File: config.mk
export PLATFORM = sky130hd
export DESIGN_NAME = fir_mac_sequencer
export DESIGN_NICKNAME = d
export VERILOG_FILES = /design/src/rtl/fir_mac_sequencer.sv
export SDC_FILE = /design/constraint.sdc
export NUM_CORES = 1
export LEC_CHECK = 0
export ABC_CLOCK_PERIOD_IN_PS = 6650
export BUFFER_PORTS_ARGS = -buffer_cell sky130_fd_sc_hd__buf_2
export CAP_MARGIN = 15
export CORE_MARGIN = 2
export CORE_UTILIZATION = 40
export CTS_CLUSTER_DIAMETER = 120
export DETAILED_ROUTE_END_ITERATION = 12
export PLACE_DENSITY_LB_ADDON = 0.3
export SYNTH_ARGS = -nofsm -noshare
export SYNTH_HDL_FRONTEND = slang
export SYNTH_SLANG_ARGS = --single-unit
File: constraint.sdc
create_clock -name i_CLK -period 6.65 [get_ports i_CLK]
set_input_delay 0.665 -clock i_CLK [delete_from_list [all_inputs] [get_ports i_CLK]]
set_output_delay 0.665 -clock i_CLK [all_outputs]
set_load 0.005 [all_outputs]
File: src/rtl/fir_mac_sequencer.sv
// Time-multiplexed FIR: one shared unsigned MAC stepped across TAPS coefficients per sample,
// with a circular sample delay line, runtime coefficient writes and valid/ready handshakes.
module fir_mac_sequencer #(
  parameter int DATA_W = 3,
  parameter int COEF_W = 3,
  parameter int TAPS   = 3,
  parameter int ACC_W  = 9,
  localparam int AW    = (TAPS > 1) ? $clog2(TAPS) : 1
) (
  input  logic              i_CLK,
  input  logic              i_RST,
  input  logic [DATA_W-1:0] i_x,
  input  logic              i_x_valid,
  output logic              o_x_ready,
  output logic [ACC_W-1:0]  o_y,
  output logic              o_y_valid,
  input  logic              i_y_ready,
  input  logic              i_coef_we,
  input  logic [AW-1:0]     i_coef_addr,
  input  logic [COEF_W-1:0] i_coef_data,
  output logic              o_coef_err,
  output logic              o_busy
);

  typedef enum logic [1:0] {S_IDLE, S_MAC, S_DONE} state_t;

  localparam logic [AW-1:0] LAST   = AW'(TAPS - 1);
  localparam logic [AW:0]   TAPS_W = (AW + 1)'(TAPS);

  state_t            r_state;
  logic [DATA_W-1:0] r_delay [TAPS];
  logic [COEF_W-1:0] r_coef  [TAPS];
  logic [AW-1:0]     r_wr_ptr;
  logic [AW-1:0]     r_newest_ptr;
  logic [AW-1:0]     r_idx;
  logic [ACC_W-1:0]  r_acc;
  logic [ACC_W-1:0]  r_y;
  logic              r_y_valid;
  logic              r_coef_err;

  logic              w_accept;
  logic              w_coef_ok;
  logic [AW-1:0]     w_rd_ptr;
  logic [ACC_W-1:0]  w_prod;
  logic [ACC_W-1:0]  w_sum;

  // (newest - off) mod TAPS without a divider; one wrap correction is enough since off < TAPS.
  function automatic logic [AW-1:0] tap_ptr(input logic [AW-1:0] newest,
                                            input logic [AW-1:0] off);
    logic [AW:0] diff;
    diff = {1'b0, newest} - {1'b0, off};
    if (newest < off) diff = diff + TAPS_W;
    return diff[AW-1:0];
  endfunction

  assign w_accept  = (r_state == S_IDLE) && i_x_valid;
  assign w_coef_ok = (r_state == S_IDLE) && ({1'b0, i_coef_addr} < TAPS_W);
  assign w_rd_ptr  = tap_ptr(r_newest_ptr, r_idx);
  assign w_prod    = ACC_W'(r_coef[r_idx]) * ACC_W'(r_delay[w_rd_ptr]);
  assign w_sum     = r_acc + w_prod;

  always_ff @(posedge i_CLK or posedge i_RST) begin
    if (i_RST) begin
      r_state      <= S_IDLE;
      for (int i = 0; i < TAPS; i++) begin
        r_delay[i] <= '0;
        r_coef[i]  <= '0;
      end
      r_wr_ptr     <= '0;
      r_newest_ptr <= '0;
      r_idx        <= '0;
      r_acc        <= '0;
      r_y          <= '0;
      r_y_valid    <= 1'b0;
      r_coef_err   <= 1'b0;
    end else begin
      r_coef_err <= i_coef_we && !w_coef_ok;
      if (i_coef_we && w_coef_ok) r_coef[i_coef_addr] <= i_coef_data;

      case (r_state)
        S_IDLE: begin
          if (w_accept) begin
            r_delay[r_wr_ptr] <= i_x;
            r_newest_ptr      <= r_wr_ptr;
            r_wr_ptr          <= (r_wr_ptr == LAST) ? '0 : r_wr_ptr + 1'b1;
            r_acc             <= '0;
            r_idx             <= '0;
            r_state           <= S_MAC;
          end
        end
        S_MAC: begin
          r_acc <= w_sum;
          if (r_idx == LAST) begin
            r_y       <= w_sum;
            r_y_valid <= 1'b1;
            r_state   <= S_DONE;
          end else begin
            r_idx <= r_idx + 1'b1;
          end
        end
        S_DONE: begin
          // o_y deliberately keeps its value after the handshake.
          if (i_y_ready) begin
            r_y_valid <= 1'b0;
            r_state   <= S_IDLE;
          end
        end
        default: r_state <= S_IDLE;
      endcase
    end
  end

  assign o_x_ready  = (r_state == S_IDLE);
  assign o_busy     = (r_state != S_IDLE);
  assign o_y        = r_y;
  assign o_y_valid  = r_y_valid;
  assign o_coef_err = r_coef_err;

endmodule

After elaboration in Yosys (flattened, before gate mapping)
Cells that the tools add are included.

Multipliers: 1. Mux-type cells: 26. Bitwise gates (word level): 4. Add/subtract/negate cells: 5. Reductions and logical operators: 17. Equality and inequality tests: 8. Order comparisons: 8.

Operators by type and width (number): $bwmux W9 (2); $mux W3 (6); $pmux W9 S2 (1); $mux W2 (7); $bmux W3 S2 (2); $demux W3 S2 (2); $ge A3 B3 Y1 const B (4); $not A2 Y3 (4); $add A9 B6 Y9 (1); $mux W9 (1); $reduce_and A3 Y1 (3); $eq A2 B2 Y1 const B (3); $logic_and A1 B1 Y1 (6); $lt A3 B1 Y1 const B (2); $mul A3 B3 Y6 (1); $ne A2 B2 Y1 const B (3); $pmux W2 S3 (1); $reduce_and A2 Y1 (3); $reduce_bool A2 Y1 (3); $add A2 B1 Y2 const B (2); $pmux W2 S2 (1); $add A2 B2 Y2 const B (1); $eq A2 B1 Y1 const B (1); $logic_not A2 Y1 (1); 7 further kinds (8).

Output and inout bits: 13. Input port bits: 13. Register bits after elaboration: 46. Logic and storage cells: 83.

Logic depth before layout (Yosys ltp)
Depth in word-level cells: 10. Mapped depth: 16. Gate-level depth less buffers: 16.

Least setup slack after synthesis
Ideal clock, no wire load.

Kind: reg2reg. Start point: register r_newest_ptr[0]. End point: register r_acc[7]. Library setup time: 0.149 ns. Stages on the path, launching flop included: 16. Data required time: 6.501 ns. Path slack: 2.479 ns. Period minus slack after synthesis: 4.171 ns. Buffers on the path: 0. Arrival time: 4.022 ns. Cells stage by stage: dfrtp_1 inv_1 ha_1 fa_1 nand2b_1 o21ai_0 a21oi_1 or2_2 fa_1 inv_1 fa_1 fa_1 a211o_1 a21oi_1 or4_1 o311ai_0.

Word-level cells in the longest chain between the ends: 10. Elaborated cells on any way between the ends: 11. Classes of those cells: add/sub (3); mul (1); order compare (1); mux (5); bitwise (1).

Ends and longest elaborated chain: start, declared (RTL line 34) `logic [AW-1:0] r_newest_ptr;`; start signal, assigned (RTL line 84) `r_newest_ptr <= r_wr_ptr;`; $sub A2 B2 Y2 (RTL line 51) `diff = {1'b0, newest} - {1'b0, off};`; $add A2 B2 Y2 (RTL line 52) `if (newest < off) diff = diff + TAPS_W;`; $mux W2 * (RTL line 52); $not A2 Y3 (implied by the code) * (RTL line 59) `assign w_prod = ACC_W'(r_coef[r_idx]) * ACC_W'(r_delay[w_rd_ptr]);`; $bmux W3 S2 * (RTL line 59); $mux W3 (implied by the code) * (2 in series) (RTL line 59); $mul A3 B3 Y6 * (RTL line 59); $add A9 B6 Y9 * (RTL line 60) `assign w_sum = r_acc + w_prod;`; $pmux W9 S2 * (RTL line 80) `case (r_state)`; end signal, assigned (RTL line 92) `r_acc <= w_sum;`; end, declared (RTL line 36) `logic [ACC_W-1:0] r_acc;`.

Mark *: on every way between the ends. The rest lies on a longest branch, timed or not. The select of a mux whose other input is x is not followed. A chain may end at the register's enable or synchronous reset.

Final worst setup path
Start point: register r_idx[0]. End point: register r_acc[8].

Word-level cells in the longest chain between the ends: 10. Elaborated cells on any way between the ends: 15. Classes of those cells: add/sub (3); mul (1); order compare (1); mux (8); bitwise (2).

Ends and longest elaborated chain: start, declared (RTL line 35) `logic [AW-1:0] r_idx;`; start signal, assigned (RTL line 98) `r_idx <= r_idx + 1'b1;`; $sub A2 B2 Y2 (RTL line 51); $add A2 B2 Y2 (RTL line 52); $mux W2 (RTL line 52); $not A2 Y3 (implied by the code) (RTL line 59); $bmux W3 S2 (RTL line 59); $mux W3 (implied by the code) (2 in series) (RTL line 59); $mul A3 B3 Y6 * (RTL line 59); $add A9 B6 Y9 * (RTL line 60); $pmux W9 S2 * (RTL line 80).

Marked as above.

==> impl_results.md <==
* Peak VDD IR at 0.243 mV
* Max_slew headroom at 36.0%
* CP cell instances: ha_1 -> fa_1 -> nand2b_1 -> o21ai_0 -> a21oi_1 -> or2_2 -> fa_1 -> inv_1 -> fa_1 -> ha_1 -> a21oi_1 -> o2111ai_1 -> o21ai_0 -> a22o_1
* Die H at 82.9 microns
* Most Frequent Cell on Critical Path: fa_1
* Routed wire per std cell at 12.8 microns
* Number of synthesized register bits at 46
* Ys Warns at 0
* I/O Buffers at 25
* Finish-stage setup viols at 0
* Fin Clk Skew at 1.73 ps
* Util after Layout at 46.2%
* Reg-to-reg slack, setup at 2070 ps
* PD cells at 561 nW/um^2
* Post-Syn Nets at 270
* RSZ-0062 raised after global routing: false
* # resized after CTS at 0
* Layout cells sized above 1 at 21.7%
* Initial Utilization at 41.8%
* Nets at 293
* CTS clock-pin slew for the worst setup and hold paths at 80 ps
* Synth area leaders: dfrtp_1 (46%), mux2_2 (7.7%), ha_1 (5.5%), fa_1 (4.8%), nand2_1 (4.7%)
* Worst slack, placed at 2070 ps
* Clk sinks at 46
* DRT iter0 DRCs at 66
* Area grow syn2layout at 10.6%
* Antenna violations before repair at 0
* Worst path arrival time at 4770 ps
* Cell Area, Synth at 2490 sq um
* Post-CTS Hold Fix Bufs at 0
* Ports at 26
* Sequential share of the synthesized area at 46.3%
* Post-synth EDFFs at 0
* LEAKAGE at 1.35 nW
* Crit path max-delay family: adder cells
* Critical path fanouts, max at 8
* Clock latency on the worst-skew pair at 300 ps
* Top cell type's share of synthesized area at 46.3%
* Post-DR vias/cell at 5.01
* Primary FF master, synth: dfrtp_1
* Top post-synthesis cells by count: dfrtp_1 (46), nand2_1 (31), inv_1 (21), mux2_2 (17), o21ai_0 (15)
* Max-cap violations at 0
* Total track usage at 13.8%
* Startpoint type of the worst setup path: flop
* Largest net degree at the start of global routing at 47
* Total gr overflow at 0
* Final worst path period share at 68.9%
* Post-synthesis area per instance at 10.4 sq um
* Post-Syn Instances at 240
* Via count at 1693
* Routed Antenna Nets at 0
* Status: complete, no violations
* Placer Congestion at 0.814
* Post-synthesis cell type count at 44
* CTS buffer count at 5
* DP HPWL at 3210 microns
* Detailed Routing Iterations Pass 1 at 4
* Min-delay worst type: reg -> reg
* TritonCTS clock tree: built
* Period minus WS final at 4580 ps
* Core ar. at 5960 sq um
* Routed wire length at 4340 microns
* First-pass GRT wire length at 7810 microns
* Final Max Slew Viols at 0
* Highest Clock Rate at 0.218 GHz
* Die width at 82.9 microns
* Die ar. at 6860 sq um
* Count leader, synth: dfrtp_1
* Post-CTS setup buffer count at 0
* Least-Margin Pin Slew at 959 ps
* Power after layout at 1.54 mW
* Row count at 28
* Buf/Inv on CP at 1
* Setup TNS Final at 0 ps
* Number of global-route vias before repair at 1706
* CP Class: reg -> reg
* Slowest stage cell, crit path: fa_1
* N_diodes at 0
* Post-synth ARST share at 100%
* Leading area contributor after synthesis: dfrtp_1
* DRC errors left at 0
* Worst setup margin at 2070 ps
* Endpoints failing hold at 0
* Critical Path End Type: flop
* H-tree depth at 2
* Root buf cell: clkbuf_8
* Clock tree buffer depth at 2
* CP max stage delay at 600 ps
* CP Data Required Time at 6840 ps
## flip-flops by register name (all words and copies together), names as in the netlist
signal        count
r_wr_ptr          2
r_coef            9
r_acc             9
r_state           2
r_newest_ptr      2
r_delay           9
o_coef_err        1
o_y               9
r_idx             2
o_y_valid         1
## power breakdown
part	switching (mW)	internal [mW]
combinational	0.479	0.401
clock	0.0926	0.0707
sequential	0.0919	0.408
## per-layer routing
layer | wire (microns) | vias to the layer above | track usage, %
li1 | - | 868 | -
met1 | 2230 | 792 | 19.3
met2 | 1900 | 28 | 21.3
met3 | 166 | 5 | 3.78
met4 | 47 | 0 | 3.13
met5 | 0 | - | 0
## through the flow
step / cell area, sq um / hold WS [ps] / instances
floorplan: 2490 / 469 / 240
global placement: 2670 / 458 / 331
detailed placement: 2670 / 460 / 331
CTS: 2750 / 480 / 338
global route: 2750 / 499 / 338
finish: 2750 / 475 / 338
## cell usage in the layout (no fill, tap or decap), drive strengths merged, types with 4 or more instances in the layout
cell,n
mux2i,6
xnor2,4
nand3,8
ha,11
dfrtp,46
mux2,20
nand2b,4
nor2,12
inv,21
buf,25
o21ai,15
fa,6
clkbuf,5
a21oi,9
nand2,31
## cells by family after synthesis
logic type      count (synthesis)  share of synthesized area, %
compound gates                 43                          10.9
mux                            26                          11.9
flops                          46                          46.3
fa+ha+maj                      17                          10.4
simple gates                   74                          14.6
buf+inv                        30                          4.58
xor+xnor                        4                          1.41
## path summary, 6_finish.rpt
kind                                         end  cells after the start                  from
max                         r_acc[8]$_DFFE_PP0P_                     14  r_idx[0]$_DFFE_PP0P_
min                           o_y[1]$_DFFE_PP0P_                      2    o_y[1]$_DFFE_PP0P_
max reg2reg                 r_acc[8]$_DFFE_PP0P_                     14  r_idx[0]$_DFFE_PP0P_
max in group asynchronous  r_coef[5]$_DFFE_PP0P_                      2                 i_RST
min in group asynchronous     o_y[6]$_DFFE_PP0P_                      2                 i_RST
min reg2reg                   o_y[1]$_DFFE_PP0P_                      2    o_y[1]$_DFFE_PP0P_
## worst reg2reg max path: cells and delay by family, from the launching register on
family | cells | cell delay, ps
compound gates | 6 | 1400
fa+ha+maj | 5 | 2150
buf+inv | 1 | 50
flops | 1 | 480
simple gates | 2 | 370
## cell type report
class / instances / area [sq um]
Inverter: 21 / 78.8
Clock buffer: 5 / 68.8
Tap cell: 75 / 93.8
Timing Repair Buffer: 25 / 125
Multi-Input combinational cell: 164 / 1220
Sequential cell: 46 / 1150
Fill cell: 575 / 3210
Clock inverter: 2 / 10.0
Power figures use the tool's default switching activity.
